### src/rtl/midi_pkg.sv
// Shared MIDI types: receiver state encoding, bit rate and the byte type.
package midi_pkg;
  typedef enum logic [2:0] {IDLE, START, DATA, STOP, WAIT_IDLE} midi_rx_state_t;
  localparam int MIDI_BAUD = 31250;
  typedef logic [7:0] midi_byte_t;
endpackage

### src/rtl/mod_sync2.sv
// Two-flop synchronizer for an asynchronous pin; reset value selects the idle level.
module mod_sync2 #(
  parameter logic RST_VAL = 1'b1
) (
  input  logic i_clk,
  input  logic i_rst,
  input  logic i_d,
  output logic o_q
);
  logic meta_q, sync_q;

  always_ff @(posedge i_clk) begin
    if (i_rst) begin
      meta_q <= RST_VAL;
      sync_q <= RST_VAL;
    end else begin
      meta_q <= i_d;
      sync_q <= meta_q;
    end
  end

  assign o_q = sync_q;
endmodule

### src/rtl/mod_midi_rx.sv
// MIDI 8N1 serial receiver, LSB first; held byte feeds the hex byte display.
module mod_midi_rx
  import midi_pkg::*;
#(
  parameter int CLK_HZ       = 50_000_000,
  parameter int BAUD         = MIDI_BAUD,
  parameter int CLKS_PER_BIT = CLK_HZ / BAUD
) (
  input  logic       i_clk,
  input  logic       i_rst,
  input  logic       i_rx,
  output logic [7:0] o_data,
  output logic       o_valid,
  output logic       o_frame_err,
  output logic [7:0] o_held_byte,
  output logic       o_busy
);
  generate
    if (CLKS_PER_BIT < 4) begin : g_bad_cpb
      $error("mod_midi_rx: CLKS_PER_BIT must be >= 4");
    end
  endgenerate

  localparam int CW = (CLKS_PER_BIT < 4) ? 2 : $clog2(CLKS_PER_BIT);
  localparam logic [CW-1:0] LAST      = CW'(CLKS_PER_BIT - 1);
  localparam logic [CW-1:0] HALF_LAST = CW'(CLKS_PER_BIT / 2 - 1);

  logic           rx_s;
  midi_rx_state_t state_q;
  logic [CW-1:0]  cnt_q;
  logic [2:0]     bit_q;
  midi_byte_t     sh_q, data_q, held_q;
  logic           valid_q, ferr_q;

  mod_sync2 #(.RST_VAL(1'b1)) u_sync (
    .i_clk (i_clk),
    .i_rst (i_rst),
    .i_d   (i_rx),
    .o_q   (rx_s)
  );

  always_ff @(posedge i_clk) begin
    valid_q <= 1'b0;
    ferr_q  <= 1'b0;
    if (i_rst) begin
      state_q <= IDLE;
      cnt_q   <= '0;
      bit_q   <= '0;
      sh_q    <= '0;
      data_q  <= '0;
      held_q  <= '0;
    end else begin
      case (state_q)
        IDLE: begin
          if (!rx_s) begin
            state_q <= START;
            cnt_q   <= '0;
          end
        end
        START: begin
          if (cnt_q == HALF_LAST) begin
            cnt_q <= '0;
            if (rx_s) begin
              state_q <= IDLE;
            end else begin
              state_q <= DATA;
              bit_q   <= '0;
            end
          end else begin
            cnt_q <= cnt_q + 1'b1;
          end
        end
        DATA: begin
          if (cnt_q == LAST) begin
            cnt_q       <= '0;
            sh_q[bit_q] <= rx_s;
            if (bit_q == 3'd7) state_q <= STOP;
            else               bit_q   <= bit_q + 3'd1;
          end else begin
            cnt_q <= cnt_q + 1'b1;
          end
        end
        STOP: begin
          // Leave STOP at mid-bit so a start bit right after it is not missed.
          if (cnt_q == LAST) begin
            cnt_q <= '0;
            if (rx_s) begin
              data_q  <= sh_q;
              held_q  <= sh_q;
              valid_q <= 1'b1;
              state_q <= IDLE;
            end else begin
              ferr_q  <= 1'b1;
              state_q <= WAIT_IDLE;
            end
          end else begin
            cnt_q <= cnt_q + 1'b1;
          end
        end
        WAIT_IDLE: begin
          if (rx_s) begin
            state_q <= IDLE;
            cnt_q   <= '0;
          end
        end
        default: begin
          state_q <= IDLE;
          cnt_q   <= '0;
        end
      endcase
    end
  end

  assign o_data      = data_q;
  assign o_valid     = valid_q;
  assign o_frame_err = ferr_q;
  assign o_held_byte = held_q;
  assign o_busy      = (state_q != IDLE);
endmodule

### config.mk
export PLATFORM = sky130hd
export DESIGN_NAME = mod_midi_rx
export DESIGN_NICKNAME = d
export VERILOG_FILES = /design/src/rtl/midi_pkg.sv /design/src/rtl/mod_sync2.sv /design/src/rtl/mod_midi_rx.sv
export SDC_FILE = /design/constraint.sdc
export NUM_CORES = 1
export LEC_CHECK = 0
export BUFFER_PORTS_ARGS = -buffer_cell sky130_fd_sc_hd__buf_2
export CAP_MARGIN = 30
export CORE_AREA = 2 2 72 74
export CTS_CLUSTER_DIAMETER = 40
export DETAILED_ROUTE_END_ITERATION = 6
export DIE_AREA = 0 0 74 76
export GPL_TIMING_DRIVEN = 0
export SYNTH_ARGS = -nofsm -noshare
export SYNTH_HDL_FRONTEND = slang
export SYNTH_SLANG_ARGS = --single-unit
### constraint.sdc
create_clock -name i_clk -period 2.5 [get_ports i_clk]
set_input_delay 0.5 -clock i_clk [delete_from_list [all_inputs] [get_ports i_clk]]
set_output_delay 0.5 -clock i_clk [all_outputs]
set_load 0.03 [all_outputs]
==> metrics.yaml, run 1 <==
run_status:
  status: "finished clean"
logic_synthesis:
  yosysSeqAreaShare: 0.398
  synth.area.top_cells: "dfxtp_1 (40%), nor2_1 (6.4%), mux2i_1 (5.9%)"
  async_reset_ff_frac: 0
  yosys_register_bits: 37
  muxShareOfSynthArea: 0.0591
  syn_nets: 231
  synth-compound-area-share: 0.184
  synthAdderAreaFrac: 0.0201
  yosysWarnings: 0
  yosys.cell_types.count: 42
  synth_top_family_by_area: "simple AND/OR/NAND/NOR gates"
  synth.avg_cell_area_um2: 8.28
  yosys.area_share.simple: 0.246
  synth-main-ff-cell: "dfxtp_1"
  yosys.area.top_type_share: 0.398
  synth_top_cell_by_area: "dfxtp_1"
  synth_xor_area_frac: 0.0141
  synth_area_um2: 1860
  synth_edf_count: 0
  syn_inst: 225
detailed_routing:
  antenna_left: 0
  drc: 0
  dr.pass1.iters: 4
  drt_iter0_markers: 99
  wl_per_cell_um: 11.7
  wl_mm: 3.78
  vias: 1609
  viasPerCell: 4.98
final_layout:
  fillers: 500
  final_cells: 323
  final_cell_mix: "dfxtp_1 (37), nor2_1 (32), buf_2 (24), nand2_1 (24), a21oi_1 (18)"
  syn2layout_area_growth_pct: 15.9
  fin_area_um2: 2160
  antennaDiodeCount: 0
  fin_nets: 259
  final_common_cell: "dfxtp_1"
  post-route-util: 0.440
  drive_gt1_frac: 0.186
place:
  dp_hpwl_mm: 2.70
  io_buffers: 21
  dp_slack_ps: 366
  gp_congestion: 0.832
  placed_area_um2: 2060
  dp_cells: 316
global_routing:
  grt_pass1_vias: 1491
  grt_overflow_total: 0
  antenna_found_initial: 0
  grt_max_degree: 12
  grt_usage: 0.152
  grt_first_pass_wirelength_mm: 6.83
floorplanning:
  fp.dieArea_um2: 5620
  io_pins: 22
  die_x_um: 74
  die_y_um: 76
  num_rows: 26
  initial_core_util: 0.379
  core_area_um2: 4910
power_and_ir_drop:
  p_total_mw: 1.17
  max-vdd-ir-drop_mv: 0.258
  power.leakage_nw: 0.934
  p_per_area_nw_per_um2: 540
clocking:
  post-cts-setup-buffers: 0
  numCtsBuffers: 5
  ctsHoldBuffers: 0
  cts_resized: 0
  clk_path_buf_depth: 2
  cts_sinks: 37
  cts_max_level: 2
  cts_tree: "yes"
  clk_pin_slew_ps: 70
  clkLatencyLatePin_ps: 290
  cts_root_buffer: "clkbuf_8"
worst_setup_path:
  crit_family: "buffers and inverters"
  worst-path-buf-inv: 3
  worst_path_most_repeated_cell: "clkbuf_1"
  cp_data_required_time_ps: 2000
  worstSetupPathType: "flop to output pin"
  max_stage_delay_ps: 380
  worst-path-max-fanout: 10
  worstPathCellList: "clkbuf_1 -> clkbuf_1 -> nor2_1 -> nand2_1 -> buf_2"
  slowest_stage: "clkbuf_1"
  cp-end-kind: "output pin"
  critPathLaunchType: "flop"
  arrival_ps: 1720
job:
  maxCapViolCount: 0
sta:
  period_needed_ps: 2220
  relSlewSlack: 0.653
  hold_viol_final: 0
  fin_hold_ws_ps: 389
  slew_violations: 0
  fmax_mhz: 450
  postLayoutSetupSlackWorst_ps: 277
  fin_crit_sh: 0.889
  worst_pin_slew_ps: 520
  fin_skew_ps: 6.83
  setup_violations: 0
  setup_tns_ps: 0
  rsz0062_at_grt: "no"
min_path:
  hold_class: "primary input to flop"
per-layer routing:
metal	routed length, um	global-route usage
met1	1880	0.216
met2	1680	0.229
met3	159	0.0357
met4	59	0.0455
met5	0	0
sequential cells by signal, indices dropped and copies added (netlist names):
register       flops
bit_q              3
cnt_q             11
o_frame_err        1
o_held_byte        8
o_valid            1
sh_q               8
state_q            3
u_sync.meta_q      1
u_sync.o_q         1
area by class of cell:
| type | count | area (um^2) | share of cell area |
|---|---|---|---|
| Buffer | 21 | 128 | 0.0591 |
| Clock buffer | 5 | 68.8 | 0.0319 |
| Clock inverter | 2 | 35.0 | 0.0162 |
| Inverter | 5 | 18.8 | 0.00869 |
| Multi-Input combinational cell | 162 | 976 | 0.452 |
| Sequential cell | 37 | 741 | 0.343 |
| Tap cell | 70 | 87.6 | 0.0406 |
| Timing Repair Buffer | 21 | 105 | 0.0487 |
where the power goes:
part / leakage [nW] / internal, mW / switching [mW]
combinational: 0.581 / 0.0215 / 0.0458
sequential: 0.299 / 0.594 / 0.00486
clock: 0.0540 / 0.290 / 0.210
total: 0.934 / 0.906 / 0.260
synthesized netlist by cell type (2+ instances only):
| library cell | count |
|---|---|
| dfxtp_1 | 37 |
| nor2_1 | 32 |
| nand2_1 | 24 |
| a21oi_1 | 18 |
| mux2i_1 | 11 |
| o21ai_0 | 9 |
| buf_4 | 8 |
| clkbuf_1 | 8 |
| nand2b_1 | 7 |
| nand3_1 | 6 |
| nor3_1 | 6 |
| inv_1 | 5 |
| a211oi_1 | 4 |
| a31oi_1 | 4 |
| and2_1 | 3 |
| and3_1 | 3 |
| buf_2 | 3 |
| ha_1 | 3 |
| nand4_1 | 3 |
| o22ai_1 | 3 |
| a22o_1 | 2 |
| buf_6 | 2 |
| nor3b_1 | 2 |
| o32ai_1 | 2 |
| or2_2 | 2 |
| xor2_1 | 2 |
worst paths after layout:
| path | startpoint | to | slack, ps | cells after the start |
|---|---|---|---|---|
| worst max register to register | cnt_q[0] | cnt_q[8] | 330 | 9 |
| worst min-delay path | i_rx | u_sync.meta_q | 390 | 2 |
| worst min register to register | u_sync.meta_q | u_sync.o_q | 410 | 1 |
| worst max-delay path | state_q[2] | o_busy | 280 | 5 |
logic make-up after synthesis:
logic type                 Yosys count
xor gates and xnor gates             3
DFF                                 37
buffers and inverters               26
muxes                               11
AOI/OAI and AO/OA                   50
adders and majority gates            3
and+or+nand+nor                     95
No activity file was read; power rests on OpenSTA's default activity.
==> run 2: changes to the inputs <==
--- a/config.mk
+++ b/config.mk
@@ -7,11 +7,12 @@
 export LEC_CHECK = 0
 export BUFFER_PORTS_ARGS = -buffer_cell sky130_fd_sc_hd__buf_2
 export CAP_MARGIN = 30
-export CORE_AREA = 2 2 72 74
+export CORE_AREA = 5 5 75 77
 export CTS_CLUSTER_DIAMETER = 40
 export DETAILED_ROUTE_END_ITERATION = 6
-export DIE_AREA = 0 0 74 76
+export DIE_AREA = 0 0 80 82
 export GPL_TIMING_DRIVEN = 0
+export HOLD_SLACK_MARGIN = 0.15
 export SYNTH_ARGS = -nofsm -noshare
 export SYNTH_HDL_FRONTEND = slang
 export SYNTH_SLANG_ARGS = --single-unit
==> metrics.yaml, run 2 (same netlist as run 1, synthesis figures left out) <==
final_layout:
  antennaDiodeCount: 0
  final_cell_mix: "dfxtp_1 (37), nor2_1 (32), buf_2 (24), nand2_1 (24), a21oi_1 (18)"
  syn2layout_area_growth_pct: 15.2
  fin_area_um2: 2150
  largest_register: "cnt_q"
  post-route-util: 0.434
  final_cells: 323
  fin_nets: 259
  drive_gt1_frac: 0.186
  final-seq-area_um2: 741
  fillers: 513
  largest_register_ffs: 11
  final_common_cell: "dfxtp_1"
  multiInputGateArea_um2: 976
power_and_ir_drop:
  max-vdd-ir-drop_mv: 0.192
  p_total_mw: 1.10
  power.leakage_nw: 0.923
  p_per_area_nw_per_um2: 511
clocking:
  numCtsBuffers: 5
  ctsHoldBuffers: 0
  cts_tree: "yes"
  cts_sinks: 37
  clkLatencyLatePin_ps: 290
  clk_path_buf_depth: 2
  cts_resized: 0
  post-cts-setup-buffers: 0
  cts_max_level: 2
  clk_pin_slew_ps: 70
  cts_root_buffer: "clkbuf_8"
place:
  placed_area_um2: 2060
  dp_cells: 316
  dp_slack_ps: 358
  gp_congestion: 0.834
  dp_hpwl_mm: 2.82
  io_buffers: 21
worst_setup_path:
  worst_path_most_repeated_cell: "clkbuf_1"
  worstPathCellList: "clkbuf_1 -> clkbuf_1 -> nor2_1 -> nand2_1 -> buf_2"
  critPathLaunchType: "flop"
  worst-path-max-fanout: 10
  worstSetupPathType: "flop to output pin"
  cp-end-kind: "output pin"
  arrival_ps: 1710
  max_stage_delay_ps: 380
  cp_data_required_time_ps: 2000
  slowest_stage: "clkbuf_1"
detailed_routing:
  viasPerCell: 4.92
  antenna_left: 0
  vias: 1590
  wl_mm: 3.87
  dr.pass1.iters: 4
  drc: 0
  wl_per_cell_um: 12.0
  drt_iter0_markers: 100
floorplanning:
  die_y_um: 82
  initial_core_util: 0.377
  fp.dieArea_um2: 6560
  io_pins: 22
  core_area_um2: 4940
  die_x_um: 80
  num_rows: 26
global_routing:
  antenna_found_initial: 0
  grt_first_pass_wirelength_mm: 6.49
  grt_pass1_vias: 1385
  grt_max_degree: 12
  grt_usage: 0.126
  grt_overflow_total: 0
sta:
  setup_tns_ps: 0
  fin_hold_ws_ps: 388
  relSlewSlack: 0.661
  fmax_mhz: 453
  worst_pin_slew_ps: 507
  fin_crit_sh: 0.882
  slew_violations: 0
  period_needed_ps: 2210
  hold_viol_final: 0
  postLayoutSetupSlackWorst_ps: 294
  fin_skew_ps: 6.06
  rsz0062_at_grt: "no"
  setup_violations: 0
job:
  maxCapViolCount: 0
run_status:
  status: "finished clean"
min_path:
  hold_class: "primary input to flop"
-- run 2: cell types whose count changed in the layout (fill, tap and decap cells not counted), sizes merged --
cell / before / now
clkinvlp: 0 / 1
clkbuf: 13 / 14
bufinv: 1 / 0
clkinv: 1 / 0
-- run 2: worst paths after layout --
kind,start,end,slack [ps],depth (start not counted)
setup / recovery,state_q[2],o_busy,290,5
hold / removal,i_rx,u_sync.meta_q,390,2
setup reg to reg,cnt_q[0],cnt_q[5],350,9
hold reg to reg,u_sync.meta_q,u_sync.o_q,410,1
-- run 2: where the power goes --
group,switching (mW),internal (mW)
Combinational,0.0460,0.0215
Sequential,0.00493,0.594
Clock,0.212,0.218
-- run 2: critical path, delay by kind of cell (launching register included) --
| kind | cells | cell delay [ps] |
|---|---|---|
| and+or+nand+nor | 2 | 220 |
| DFF | 1 | 320 |
| buffers and inverters | 3 | 880 |
-- run 2: layout make-up --
class	count	area share
well taps	70	0.0408
inverters	5	0.00875
clock buffers	6	0.0385
flip-flops and latches	37	0.345
multi-input cells	162	0.455
repair buffers	21	0.0490
clock inverters	1	0.00350
plain buffers	21	0.0595
-- run 2: metal layers --
metal / wire, um / part of all wire / track usage
met1: 1940 / 0.50 / 0.169
met2: 1700 / 0.44 / 0.191
met3: 186 / 0.048 / 0.0428
met4: 39 / 0.010 / 0.0355
met5: 0 / 0 / 0
